<file path="src/rtl/word_byte_serializer_if.sv">
// rtl/word_byte_serializer_if.sv - word-in / byte-out handshake bundle for word_byte_serializer
interface word_byte_serializer_if #(
  parameter int BYTE_W  = 8,
  parameter int N_BYTES = 4,
  parameter int ADDR_W  = 32
);
  logic                        in_valid;
  logic                        in_ready;
  logic [BYTE_W*N_BYTES-1:0]   in_data;
  logic [ADDR_W-1:0]           in_addr;
  logic                        out_valid;
  logic                        out_ready;
  logic [BYTE_W-1:0]           out_byte;
  logic [ADDR_W-1:0]           out_addr;
  logic                        out_parity;
  logic                        out_last;
  logic                        busy;

  modport master (
    output in_valid, in_data, in_addr, out_ready,
    input  in_ready, out_valid, out_byte, out_addr, out_parity, out_last, busy
  );

  modport slave (
    input  in_valid, in_data, in_addr, out_ready,
    output in_ready, out_valid, out_byte, out_addr, out_parity, out_last, busy
  );
endinterface

</file>
<file path="src/rtl/word_byte_serializer.sv">
// rtl/word_byte_serializer.sv - serializes held words into addressed, parity-tagged byte beats
// Single-word buffer; the next word is accepted on the last beat's transfer so streams run without bubbles.
module word_byte_serializer #(
  parameter int BYTE_W    = 8,
  parameter int N_BYTES   = 4,
  parameter int ADDR_W    = 32,
  parameter bit MSB_FIRST = 1'b0
) (
  input  logic                  clk,
  input  logic                  rst_n,
  word_byte_serializer_if.slave bus
);

  localparam int WORD_W = BYTE_W * N_BYTES;
  localparam int IDX_W  = (N_BYTES > 1) ? $clog2(N_BYTES) : 1;
  localparam logic [IDX_W-1:0] LAST_IDX = IDX_W'(N_BYTES - 1);

  typedef enum logic {
    IDLE = 1'b0,
    SEND = 1'b1
  } state_e;

  state_e              state_q, state_d;
  logic [IDX_W-1:0]    idx_q, idx_d;
  logic [WORD_W-1:0]   word_q, word_d;
  logic [ADDR_W-1:0]   base_q, base_d;
  logic                out_valid_q, out_valid_d;
  logic [BYTE_W-1:0]   out_byte_q, out_byte_d;
  logic [ADDR_W-1:0]   out_addr_q, out_addr_d;
  logic                out_parity_q, out_parity_d;
  logic                out_last_q, out_last_d;

  logic                beat_fire;
  logic                accept;
  logic [WORD_W-1:0]   src_word;
  logic [ADDR_W-1:0]   src_base;
  logic [IDX_W-1:0]    src_idx;
  logic [IDX_W-1:0]    src_sel;
  logic [BYTE_W-1:0]   src_byte;

  assign beat_fire    = out_valid_q & bus.out_ready;
  assign bus.in_ready = (state_q == IDLE) | (beat_fire & out_last_q);
  assign accept       = bus.in_valid & bus.in_ready;

  // The beat presented next comes either from a freshly accepted word or the following index of the held one.
  always_comb begin
    if (accept) begin
      src_word = bus.in_data;
      src_base = bus.in_addr;
      src_idx  = '0;
    end else begin
      src_word = word_q;
      src_base = base_q;
      src_idx  = idx_q + IDX_W'(1);
    end
    src_sel  = MSB_FIRST ? (LAST_IDX - src_idx) : src_idx;
    src_byte = src_word[BYTE_W*int'(src_sel) +: BYTE_W];
  end

  always_comb begin
    state_d      = state_q;
    idx_d        = idx_q;
    word_d       = word_q;
    base_d       = base_q;
    out_valid_d  = out_valid_q;
    out_byte_d   = out_byte_q;
    out_addr_d   = out_addr_q;
    out_parity_d = out_parity_q;
    out_last_d   = out_last_q;

    if (accept || (beat_fire && !out_last_q)) begin
      state_d      = SEND;
      idx_d        = src_idx;
      word_d       = src_word;
      base_d       = src_base;
      out_valid_d  = 1'b1;
      out_byte_d   = src_byte;
      out_addr_d   = src_base + ADDR_W'(src_sel);
      out_parity_d = ^src_byte;
      out_last_d   = (src_idx == LAST_IDX);
    end else if (beat_fire) begin
      state_d      = IDLE;
      idx_d        = '0;
      out_valid_d  = 1'b0;
      out_byte_d   = '0;
      out_addr_d   = '0;
      out_parity_d = 1'b0;
      out_last_d   = 1'b0;
    end
  end

  always_ff @(posedge clk or negedge rst_n) begin
    if (!rst_n) begin
      state_q      <= IDLE;
      idx_q        <= '0;
      word_q       <= '0;
      base_q       <= '0;
      out_valid_q  <= 1'b0;
      out_byte_q   <= '0;
      out_addr_q   <= '0;
      out_parity_q <= 1'b0;
      out_last_q   <= 1'b0;
    end else begin
      state_q      <= state_d;
      idx_q        <= idx_d;
      word_q       <= word_d;
      base_q       <= base_d;
      out_valid_q  <= out_valid_d;
      out_byte_q   <= out_byte_d;
      out_addr_q   <= out_addr_d;
      out_parity_q <= out_parity_d;
      out_last_q   <= out_last_d;
    end
  end

  assign bus.out_valid  = out_valid_q;
  assign bus.out_byte   = out_byte_q;
  assign bus.out_addr   = out_addr_q;
  assign bus.out_parity = out_parity_q;
  assign bus.out_last   = out_last_q;
  assign bus.busy       = (state_q == SEND);

endmodule

</file>
<file path="src/flat_wrapper.sv">
// flat-port wrapper written by rule: the top's interface ports become plain ports
module word_byte_serializer_flat 
#(
  parameter int BYTE_W    = 8,
  parameter int N_BYTES   = 4,
  parameter int ADDR_W    = 32,
  parameter bit MSB_FIRST = 1'b0
)
  (clk, rst_n, bus_in_valid, bus_in_data, bus_in_addr, bus_out_ready, bus_in_ready, bus_out_valid, bus_out_byte, bus_out_addr, bus_out_parity, bus_out_last, bus_busy);
  word_byte_serializer_if #(.BYTE_W(BYTE_W), .N_BYTES(N_BYTES), .ADDR_W(ADDR_W)) bus_i ();
  input  logic clk;
  input  logic rst_n;
  input wire logic [$bits(bus_i.in_valid)-1:0] bus_in_valid;
  input wire logic [$bits(bus_i.in_data)-1:0] bus_in_data;
  input wire logic [$bits(bus_i.in_addr)-1:0] bus_in_addr;
  input wire logic [$bits(bus_i.out_ready)-1:0] bus_out_ready;
  output wire logic [$bits(bus_i.in_ready)-1:0] bus_in_ready;
  output wire logic [$bits(bus_i.out_valid)-1:0] bus_out_valid;
  output wire logic [$bits(bus_i.out_byte)-1:0] bus_out_byte;
  output wire logic [$bits(bus_i.out_addr)-1:0] bus_out_addr;
  output wire logic [$bits(bus_i.out_parity)-1:0] bus_out_parity;
  output wire logic [$bits(bus_i.out_last)-1:0] bus_out_last;
  output wire logic [$bits(bus_i.busy)-1:0] bus_busy;
  assign bus_i.in_valid = bus_in_valid;
  assign bus_i.in_data = bus_in_data;
  assign bus_i.in_addr = bus_in_addr;
  assign bus_i.out_ready = bus_out_ready;
  assign bus_in_ready = bus_i.in_ready;
  assign bus_out_valid = bus_i.out_valid;
  assign bus_out_byte = bus_i.out_byte;
  assign bus_out_addr = bus_i.out_addr;
  assign bus_out_parity = bus_i.out_parity;
  assign bus_out_last = bus_i.out_last;
  assign bus_busy = bus_i.busy;
  word_byte_serializer #(.BYTE_W(BYTE_W), .N_BYTES(N_BYTES), .ADDR_W(ADDR_W), .MSB_FIRST(MSB_FIRST)) u_core (.clk(clk), .rst_n(rst_n), .bus(bus_i));
endmodule
</file>
<file path="config.mk">
export PLATFORM = sky130hd
export DESIGN_NAME = word_byte_serializer_flat
export DESIGN_NICKNAME = d
export VERILOG_FILES = /design/src/rtl/word_byte_serializer_if.sv /design/src/rtl/word_byte_serializer.sv /design/src/flat_wrapper.sv
export SDC_FILE = /design/constraint.sdc
export NUM_CORES = 1
export LEC_CHECK = 0
export ABC_CLOCK_PERIOD_IN_PS = 8200
export CORE_UTILIZATION = 56
export DETAILED_ROUTE_END_ITERATION = 10
export GPL_TIMING_DRIVEN = 0
export PLACE_DENSITY = 0.86
export SLEW_MARGIN = 15
export SYNTH_ARGS = -nofsm -noshare
export SYNTH_HDL_FRONTEND = slang
export SYNTH_SLANG_ARGS = --single-unit
export TNS_END_PERCENT = 50
</file>
<file path="constraint.sdc">
create_clock -name clk -period 8.2 [get_ports clk]
set_input_delay 1.64 -clock clk [delete_from_list [all_inputs] [get_ports clk]]
set_output_delay 1.64 -clock clk [all_outputs]
set_load 0.05 [all_outputs]
</file>
==> impl_metrics.env <==
export IMPL_status="finished clean"
export IMPL_drive_gt1_share_pct=8.738
export IMPL_fin_skew_ns=0.008641
export IMPL_final_period_utilization_pct=74.99
export IMPL_first_global_vias=5002
export IMPL_worst_ep_required_time_ns=8.48
export IMPL_drtAntennaViolNets=0
export IMPL_synth_edf_count=0
export IMPL_r2r_start="u_core.bus.out_valid$_DFFE_PN0P_"
export IMPL_path_cells="clkdlybuf4s50_1 > inv_2 > nor2_4 > buf_2 > buf_2 > buf_2 > buf_1 > nand2_1 > nand2_1 > ha_1 > inv_1 > fa_1 > clkbuf_1 > a21o_1 > nor4_2 > a21oi_1 > o31ai_1"
export IMPL_worstSetupPathType="input port to flip-flop"
export IMPL_insertion_delay_ns=0.38
export IMPL_wl_mm=15.20
export IMPL_viasPerCell=5.799
export IMPL_p_leak_nw=3.190
export IMPL_rr_endpoint="u_core.bus.out_addr[30]$_DFFE_PN0P_"
export IMPL_syn_avg_cell_area_sq_um=9.409
export IMPL_rrSetupSlack_ns=3.43
export IMPL_r2r_cells=16
export IMPL_ys_async_sr_fraction_pct=100.0
export IMPL_hold_path_depth=2
export IMPL_synth_flop_cell="dfrtp_1"
export IMPL_n_antenna_cell=0
export IMPL_yosysSeqAreaShare_pct=48.97
export IMPL_vias=4952
export IMPL_postCtsSetupBuffers=0
export IMPL_place_area_sq_mm=0.006887
export IMPL_fin_crit_ns=6.149
export IMPL_stdcell_count=854
export IMPL_overflow=0
export IMPL_coreArea_sq_mm=0.009684
export IMPL_synth_top_cell_by_area="dfrtp_1"
export IMPL_crit_path_end_kind="flip-flop"
export IMPL_cts_reportedPaths_clkPinSlew_ns=0.10
export IMPL_cp_max_fo=10
export IMPL_drc=0
export IMPL_critPathLaunch="bus_in_valid"
export IMPL_whs_endpoint="u_core.word_q[19]$_DFFE_PN0P_"
export IMPL_first_pass_iters=6
export IMPL_start_util_pct=57.52
export IMPL_cts_htree_levels=3
export IMPL_setup_violations=0
export IMPL_synth_area_top_cells="dfrtp_1, nand2_1, xnor2_1, mux4_2, mux2i_1"
export IMPL_drv_slew=0
export IMPL_fin_tns_setup_ns=0
export IMPL_arrival_ns=6.43
export IMPL_cts_hold_buf=0
export IMPL_wl_per_cell_um=17.79
export IMPL_rows=36
export IMPL_numPortBuffers=112
export IMPL_cts_tree="built"
export IMPL_hold_violations=0
export IMPL_grt_total_usage_pct=31.29
export IMPL_cpMostUsedCell="buf_2"
export IMPL_place_inst=838
export IMPL_fin_ws_ns=2.051
export IMPL_cp_top_family="buffers and inverters"
export IMPL_maxCapViolations=0
export IMPL_cts_resized=0
export IMPL_grt_max_degree=75
export IMPL_cts_buffer_depth=2
export IMPL_synthCells=592
export IMPL_cp_num_buf_inv=8
export IMPL_yosys_warnings=0
export IMPL_synth_cell_types=52
export IMPL_synth_ff_latch_count=109
export IMPL_dp_hpwl_mm=11.08
export IMPL_peakVddDrop_v=0.0001900
export IMPL_power_per_cell_area_mw_per_mm2=393.2
export IMPL_min_path_type="flip-flop to flip-flop"
export IMPL_numCtsBuffers=9
export IMPL_rsz0062_at_grt="no"
export IMPL_antenna_found_initial=0
export IMPL_tightest_slew_ns=1.026
export IMPL_yosys_area_top_type_share_pct=48.97
export IMPL_hold_worst_slack_ns=0.4847
export IMPL_cpMaxStageDelayCell="clkdlybuf4s50_1"
export IMPL_startpoint_type="input port"
export IMPL_grt_pass1_wl_mm=24.34
export IMPL_design_area_sq_mm=0.007071
export IMPL_dieArea_sq_mm=0.01035
export IMPL_syn_cell_area_sq_mm=0.005570
export IMPL_gp_congestion=0.8847
export IMPL_die_h_um=101.7
export IMPL_syn_to_final_growth_pct=26.93
export IMPL_max_freq_mhz=162.6
export IMPL_pre_cts_slack_ns=1.762
export IMPL_die_x_um=101.7
export IMPL_slew_headroom_pct=31.62
export IMPL_hold_path_startpoint="u_core.word_q[19]$_DFFE_PN0P_"
export IMPL_cts_root_buf="clkbuf_8"
export IMPL_final_nets=787
export IMPL_clock_sinks=109
export IMPL_syn_nets=663
export IMPL_slowest_delay_ns=0.67
export IMPL_drtIter0Drc=389
export IMPL_pin_count=113
[per-layer routing]
metal  GRT usage [%]  wire (um)  vias up
met4           14.16        384        0
met3           4.210       1153       42
met1           39.83       6033     2396
met5               0          0        -
li1                -          -     2261
met2           53.38       7624      253
[power by group]
group          total (mW)  leakage, nW  internal (mW)  switching, mW
Clock               0.316       0.0893          0.121          0.194
Combinational        1.53         1.74          0.580          0.952
Sequential          0.933         1.36          0.784          0.149
[tightest hold or removal path: stages (launching register included)]
cell     delay (ns)
dfrtp_1        0.35
nand2_1        0.05
nand2_1        0.06
[final cells by class]
type / count / area [sq um]
sequential: 109 / 2728
multi-input combinational: 435 / 2633
fill: 709 / 2614
timing repair buffer: 113 / 1150
tap: 133 / 166.4
buffer: 34 / 157.7
clock buffer: 10 / 137.6
inverter: 14 / 52.55
clock inverter: 6 / 46.29
[placed cells by master, fill, tap and decap left out, types with 9 or more instances in the layout]
cell,netlist,final
a21oi_1,14,14
a22o_1,9,9
and3_1,9,9
buf_2,15,15
clkbuf_1,12,12
clkbuf_8,0,10
clkdlybuf4s50_1,0,111
dfrtp_1,109,109
inv_1,12,12
mux2i_1,16,16
nand2_1,209,209
nand3_1,18,18
nor2_1,16,16
nor3_1,9,9
o21ai_0,17,17
o21ai_1,9,9
xnor2_1,21,21
xor2_1,12,12
[stage by stage]
step | util, % | power (mW)
after floorplan | - | 1.989
after global placement | 70.81 | 2.413
after detailed placement | 71.11 | 2.465
after CTS | 73.01 | 2.775
after global routing | 73.01 | 2.943
final | 73.01 | 2.780
[registers in the layout (all words and copies together), names as in the netlist]
signal,flops
u_core.idx_q,2
u_core.base_q,32
u_core.word_q,32
u_core.bus.out_valid,1
u_core.bus.out_addr,32
u_core.bus.out_last,1
u_core.bus.out_parity,1
u_core.bus.out_byte,8
[cells in the mapped netlist (12+ instances only)]
| library cell | instances |
|---|---|
| dfrtp_1 | 109 |
| nor2_1 | 16 |
| nand2_1 | 209 |
| inv_1 | 12 |
| mux2i_1 | 16 |
| xor2_1 | 12 |
| o21ai_0 | 17 |
| buf_2 | 15 |
| a21oi_1 | 14 |
| clkbuf_1 | 12 |
| xnor2_1 | 21 |
| nand3_1 | 18 |
[worst max path at each step]
| stage | end | cells after the start |
|---|---|---|
| after floorplan | u_core.bus.out_addr[28]$_DFFE_PN0P_ | 16 |
| after global placement | u_core.word_q[18]$_DFFE_PN0P_ | 1 |
| after detailed placement | u_core.bus.out_addr[30]$_DFFE_PN0P_ | 17 |
| after CTS | u_core.bus.out_addr[30]$_DFFE_PN0P_ | 17 |
| after global routing | u_core.bus.out_addr[28]$_DFFE_PN0P_ | 17 |
| final | u_core.bus.out_addr[30]$_DFFE_PN0P_ | 17 |
[logic make-up (layout without fill, tap and decap cells)]
logic type / after synthesis / in the layout / synth area share (%)
buf+inv: 48 / 177 / 3.774
fa+ha+maj: 3 / 3 / 0.8086
compound gates: 91 / 91 / 12.49
simple gates: 280 / 280 / 21.86
xor+xnor: 33 / 33 / 5.189
flops: 109 / 109 / 48.97
mux: 28 / 28 / 6.918
Note: power is estimated with default switching activity, not from simulation.
